--- src/rtl/lcd_pkg.sv ---
// Shared state encoding and HD44780 command constants for the LCD message sequencer.
package lcd_pkg;

    typedef enum logic [2:0] {
        PWRUP,
        INIT,
        CLRWAIT,
        HOME,
        MSG,
        DONE
    } state_e;

    localparam logic [7:0] CMD_FUNC  = 8'h38;
    localparam logic [7:0] CMD_DISP  = 8'h0C;
    localparam logic [7:0] CMD_ENTRY = 8'h06;
    localparam logic [7:0] CMD_CLEAR = 8'h01;
    localparam logic [7:0] CMD_HOME  = 8'h80;
    localparam logic [7:0] RS_MIN    = 8'h30;

    // Power-up init command ROM, in send order.
    function automatic logic [7:0] init_cmd(input logic [1:0] idx);
        case (idx)
            2'd0:    return CMD_FUNC;
            2'd1:    return CMD_DISP;
            2'd2:    return CMD_ENTRY;
            default: return CMD_CLEAR;
        endcase
    endfunction

endpackage

--- src/rtl/lcd_msg_buf.sv ---
// Message buffer: MSG_LEN x 8 register file, one synchronous write port and one
// combinational read port, filled with ASCII '0' on reset.
module lcd_msg_buf
    import lcd_pkg::*;
#(
    parameter int MSG_LEN = 16
) (
    input  logic       clk,
    input  logic       rst,
    input  logic       we,
    input  logic [4:0] waddr,
    input  logic [7:0] wdata,
    input  logic [4:0] raddr,
    output logic [7:0] rdata
);

    localparam int AW = (MSG_LEN > 1) ? $clog2(MSG_LEN) : 1;

    logic [7:0] mem_q [MSG_LEN];

    // NOTE: the buffer is reset on purpose -- the message after reset must read as all '0' chars.
    always_ff @(posedge clk or negedge rst) begin
        if (!rst) begin
            for (int i = 0; i < MSG_LEN; i++) begin
                mem_q[i] <= RS_MIN;
            end
        end else if (we && (int'(waddr) < MSG_LEN)) begin
            mem_q[waddr[AW-1:0]] <= wdata;
        end
    end

    assign rdata = (int'(raddr) < MSG_LEN) ? mem_q[raddr[AW-1:0]] : RS_MIN;

endmodule

--- src/rtl/lcd_msg_sequencer.sv ---
// Byte source for lcd_wrapper: HD44780 power-up init, then cursor-home plus the
// buffered message, one byte per lcd_ready pulse; start re-sends home + message.
module lcd_msg_sequencer
    import lcd_pkg::*;
#(
    parameter int         MSG_LEN     = 16,
    parameter int         POWERUP_DLY = 20000,
    parameter int         CLR_DLY     = 2000,
    parameter logic [7:0] SUB_CHAR    = 8'h5F
) (
    input  logic       clk,
    input  logic       rst,
    input  logic       start,
    input  logic       msg_we,
    input  logic [4:0] msg_addr,
    input  logic [7:0] msg_wdata,
    input  logic       lcd_ready,
    output logic [7:0] lcd_data,
    output logic       busy,
    output logic       done
);

    localparam int CNT_MAX = (POWERUP_DLY > CLR_DLY) ? POWERUP_DLY : CLR_DLY;
    localparam int CNT_W   = $clog2(CNT_MAX + 1);

    localparam logic [CNT_W-1:0] PWR_LAST = CNT_W'(POWERUP_DLY - 1);
    localparam logic [CNT_W-1:0] CLR_LAST = CNT_W'(CLR_DLY - 1);
    localparam logic [4:0]       IDX_LAST = 5'(MSG_LEN - 1);

    state_e           state_q;
    logic [4:0]       idx_q;
    logic [CNT_W-1:0] cnt_q;
    logic [7:0]       data_q;
    logic             busy_q;
    logic             done_q;
    logic [4:0]       rd_addr;
    logic [7:0]       rd_data;

    // Chars that would decode as commands downstream are replaced so RS stays 1.
    function automatic logic [7:0] fix(input logic [7:0] c);
        return ((c < RS_MIN) || (c == CMD_FUNC)) ? SUB_CHAR : c;
    endfunction

    // The read port always looks one char ahead of the byte currently on lcd_data.
    assign rd_addr = (state_q == MSG) ? (idx_q + 5'd1) : 5'd0;

    lcd_msg_buf #(
        .MSG_LEN(MSG_LEN)
    ) u_buf (
        .clk  (clk),
        .rst  (rst),
        .we   (msg_we),
        .waddr(msg_addr),
        .wdata(msg_wdata),
        .raddr(rd_addr),
        .rdata(rd_data)
    );

    always_ff @(posedge clk or negedge rst) begin
        if (!rst) begin
            state_q <= PWRUP;
            idx_q   <= '0;
            cnt_q   <= '0;
            data_q  <= CMD_FUNC;
            busy_q  <= 1'b1;
            done_q  <= 1'b0;
        end else begin
            case (state_q)
                PWRUP: begin
                    if (cnt_q == PWR_LAST) begin
                        state_q <= INIT;
                        idx_q   <= '0;
                        data_q  <= CMD_FUNC;
                    end else begin
                        cnt_q <= cnt_q + 1'b1;
                    end
                end
                INIT: begin
                    if (lcd_ready) begin
                        if (idx_q < 5'd3) begin
                            idx_q  <= idx_q + 5'd1;
                            data_q <= init_cmd(idx_q[1:0] + 2'd1);
                        end else begin
                            state_q <= CLRWAIT;
                            data_q  <= CMD_FUNC;
                            cnt_q   <= '0;
                        end
                    end
                end
                CLRWAIT: begin
                    if (cnt_q == CLR_LAST) begin
                        state_q <= HOME;
                        data_q  <= CMD_HOME;
                    end else begin
                        cnt_q <= cnt_q + 1'b1;
                    end
                end
                HOME: begin
                    if (lcd_ready) begin
                        state_q <= MSG;
                        idx_q   <= '0;
                        data_q  <= fix(rd_data);
                    end
                end
                MSG: begin
                    if (lcd_ready) begin
                        if (idx_q < IDX_LAST) begin
                            idx_q  <= idx_q + 5'd1;
                            data_q <= fix(rd_data);
                        end else begin
                            state_q <= DONE;
                            data_q  <= CMD_FUNC;
                            cnt_q   <= '0;
                            busy_q  <= 1'b0;
                            done_q  <= 1'b1;
                        end
                    end
                end
                DONE: begin
                    if (start) begin
                        state_q <= HOME;
                        data_q  <= CMD_HOME;
                        busy_q  <= 1'b1;
                        done_q  <= 1'b0;
                    end
                end
                default: begin
                    state_q <= PWRUP;
                    cnt_q   <= '0;
                    data_q  <= CMD_FUNC;
                    busy_q  <= 1'b1;
                    done_q  <= 1'b0;
                end
            endcase
        end
    end

    assign lcd_data = data_q;
    assign busy     = busy_q;
    assign done     = done_q;

endmodule

--- config.mk ---
export PLATFORM = sky130hd
export DESIGN_NAME = lcd_msg_sequencer
export DESIGN_NICKNAME = d
export VERILOG_FILES = /design/src/rtl/lcd_pkg.sv /design/src/rtl/lcd_msg_buf.sv /design/src/rtl/lcd_msg_sequencer.sv
export SDC_FILE = /design/constraint.sdc
export NUM_CORES = 1
export LEC_CHECK = 0
export CAP_MARGIN = 30
export CORE_ASPECT_RATIO = 0.6
export CORE_UTILIZATION = 48
export DETAILED_ROUTE_END_ITERATION = 6
export GPL_ROUTABILITY_DRIVEN = 0
export PLACE_DENSITY = 0.61
export SKIP_CTS_REPAIR_TIMING = 1
export SLEW_MARGIN = 0
export SYNTH_ARGS = -nofsm -noshare
export SYNTH_HDL_FRONTEND = slang
export SYNTH_SLANG_ARGS = --single-unit
--- constraint.sdc ---
create_clock -name clk -period 4.6 [get_ports clk]
set_input_delay 1.15 -clock clk [delete_from_list [all_inputs] [get_ports clk]]
set_output_delay 1.15 -clock clk [all_outputs]
set_load 0.03 [all_outputs]
==> metrics.cfg <==
[run_status]
status = complete, no violations

[timing]
worst_slew_pin_slew_ns = 1.02
max_freq_mhz = 280
setup_viol_count_final = 0
slew_violations = 0
slew_headroom_pct = 31.5
min_period_ns = 3.57
fin_setup_tns_ns = 0
finalHoldViolations = 0
rsz0062_at_grt = false
fin_worst_skew_ns = 0.0138
post-route-period-util_pct = 77.6

[synth]
synth_compound_area_share_pct = 12.9
ys_types = 72
synth_top_flop_cell = dfrtp_1
yosys.area_share.simple_pct = 11.4
synthAdderAreaFrac_pct = 0.611
synth_xor_xnor_area_share_pct = 0.733
yosysSeqAreaShare_pct = 49.7
synth-seq-cells = 161
synthArstFlopShare_pct = 100
netlist_area_um2 = 8190
syn_area_per_cell_um2 = 11.6
synth_edf_count = 0
yosysWarningCount = 0
synthesis.nets = 729
synth_top_family_by_area = multiplexers
synthesis.instances = 707
muxShareOfSynthArea_pct = 21.9

[power]
peakVddDrop_v = 0.000302
leakagePower_nw = 3.90
powerDensity_nw_per_um2 = 574

[setup_path]
path_cells = ha_1 > buf_4 > xnor2_1 > nor2_1 > a211oi_1 > o31ai_1 > a21oi_1 > nor2_2 > o21a_1 > o22a_1
cp-start-kind = flop
end_kind = flop
cp.required_ns = 4.95
crit_type = reg2reg
worst-r2r-cell-count = 10
cp_max_fo = 11
critical_path.slowest_cell = xnor2_1
critPathMaxStageDelay_ns = 0.81
r2r_setup_slack_ns = 1.03
r2r_end = lcd_data[4]
reg2reg_from = idx_q[1]
worstPathArrival_ns = 3.92

[cells_and_area]
final_cell_mix = mux2_2 (132), dfrtp_1 (125), nand2_1 (56)
final_common_cell = mux2_2
drive_gt1_share_pct = 32.9
syn_to_final_growth_pct = 13.5
finalNetCount = 753
n_antenna_cell = 0
fillers = 1364
final_core_util_pct = 56.6
fin_area_um2 = 9300
fin_cells = 972

[floorplanning]
die_x_um = 171
start_util_pct = 49.8
dieArea_um2 = 17600
die_h_um = 103
rows = 36
ios = 28
core_area_um2 = 16400

[clock_network]
clkTransAtPathRegs_ns = 0.07
cts_buffers = 17
clock_sinks = 161
cts_root_buffer = clkbuf_16
clockBufferDepth = 2
cts_tree = built
htree_levels = 4
clkLatencyLatePin_ns = 0.43

[min_path]
hold_path_depth = 1
worstHoldStart = done
min_path_type = reg2reg
hold_end = done

[placement]
dp_hpwl_um = 15400
io_buffers = 27
placed_cell_area_um2 = 8690
dp_cells = 938

[route]
antenna_left = 0
drc = 0
vias = 6173
wirelength_um = 22300
via_per_inst = 6.35
drt-pass1-iter-count = 5
wl_per_cell_um = 23.0
drt-initial-drc-count = 520

[global_route]
grt-ovfl-total = 0
grt_antenna_before_repair = 0
grt_use_total_pct = 27.1
grt_pass1_wl_um = 35000
grt_pass1_vias = 5855
grt_start_max_net_pins = 111

[flow_run]
drv_cap = 0

## logic make-up after synthesis
family                   Yosys count
AO/OA/AOI/OAI                    155
XOR/XNOR                           6
adder cells (fa/ha/maj)            4
buffers and inverters             48
flip-flops                       161
multiplexers                     155
AND/OR/NAND/NOR                  178
## registers in the layout (all words and copies together), names as in the netlist
name and count:
busy 1, cnt_q 15, done 1, idx_q 5, lcd_data 8, state_q 3
u_buf.mem_q 128
## per-stage QoR
stage	hold WS, ns	setup WS (ns)	power, mW
finish	0.505	1.03	5.34
global route	0.514	0.932	5.61
CTS	0.505	1.15	5.33
detailed placement	0.487	1.10	3.92
global placement	0.473	1.11	3.88
floorplan	0.467	1.33	3.32
## layer usage
metal | GRT usage [%] | routed length, um | vias to the layer above
met5 | 0 | 0 | -
met4 | 7.28 | 302 | 0
met3 | 6.62 | 1780 | 28
met2 | 38.1 | 9320 | 241
met1 | 41.4 | 10900 | 3208
li1 | - | - | 2696
## report_power, final
| group | switching, mW | total (mW) | internal, mW |
|---|---|---|---|
| sequential | 0.219 | 1.97 | 1.75 |
| clock | 0.634 | 1.40 | 0.763 |
| combinational | 1.18 | 1.98 | 0.792 |
| total | 2.04 | 5.34 | 3.31 |
## cells in the mapped netlist, types with 4 or more instances
master    instances  area share [%]
a211oi_1         12             1.1
a21oi_1          23             1.4
a221oi_1         15             1.6
a31oi_1           5            0.38
and2_1            7            0.53
and3_1            5            0.38
buf_2            16            0.98
clkbuf_1         21            0.96
dfrtp_1         125              38
dfstp_2          36              12
ha_1              4            0.61
inv_1             6            0.27
mux2_2          132              18
mux2i_1          16             2.0
mux4_2            6             1.6
nand2_1          56             2.6
nand2b_1          6            0.46
nand3_1          14            0.86
nand4_1           6            0.46
nor2_1           32             1.5
nor2b_1          14             1.1
nor3_1           11            0.67
o211ai_1          5            0.46
o21ai_0          38             2.3
o21ai_1           6            0.37
o221ai_1          5            0.53
o22ai_1           6            0.46
o31ai_1           4            0.37
o32ai_1           6            0.64
## worst max-delay path by stage
stage / startpoint / endpoint / slack (ns) / depth (start not counted)
after floorplan: idx_q[0] / lcd_data[6] / 1.33 / 14
after global placement: msg_we / u_buf.mem_q[18] / 1.11 / 6
after detailed placement: msg_addr[4] / u_buf.mem_q[15] / 1.10 / 5
after CTS: idx_q[0] / lcd_data[6] / 1.15 / 10
after global routing: idx_q[0] / lcd_data[5] / 0.93 / 10
final: idx_q[1] / lcd_data[4] / 1.03 / 10
## critical path, delay by kind of cell, from the launching register on
family | cells | cell delay [ns]
XOR/XNOR | 1 | 0.81
adder cells (fa/ha/maj) | 1 | 0.23
buffers and inverters | 1 | 0.16
AND/OR/NAND/NOR | 2 | 0.61
AO/OA/AOI/OAI | 5 | 1.19
flip-flops | 1 | 0.49
## area by class of cell
cell class              count  area (um2)  area share, %
clock inverters            14         144           1.55
flip-flops and latches    161        4070           43.8
well taps                 228         285           3.07
clock buffers              18         429           4.61
multi-input cells         498        3910           42.0
repair buffers             47         442           4.75
inverters                   6        22.5          0.242
No activity file was read; power rests on OpenSTA's default activity.
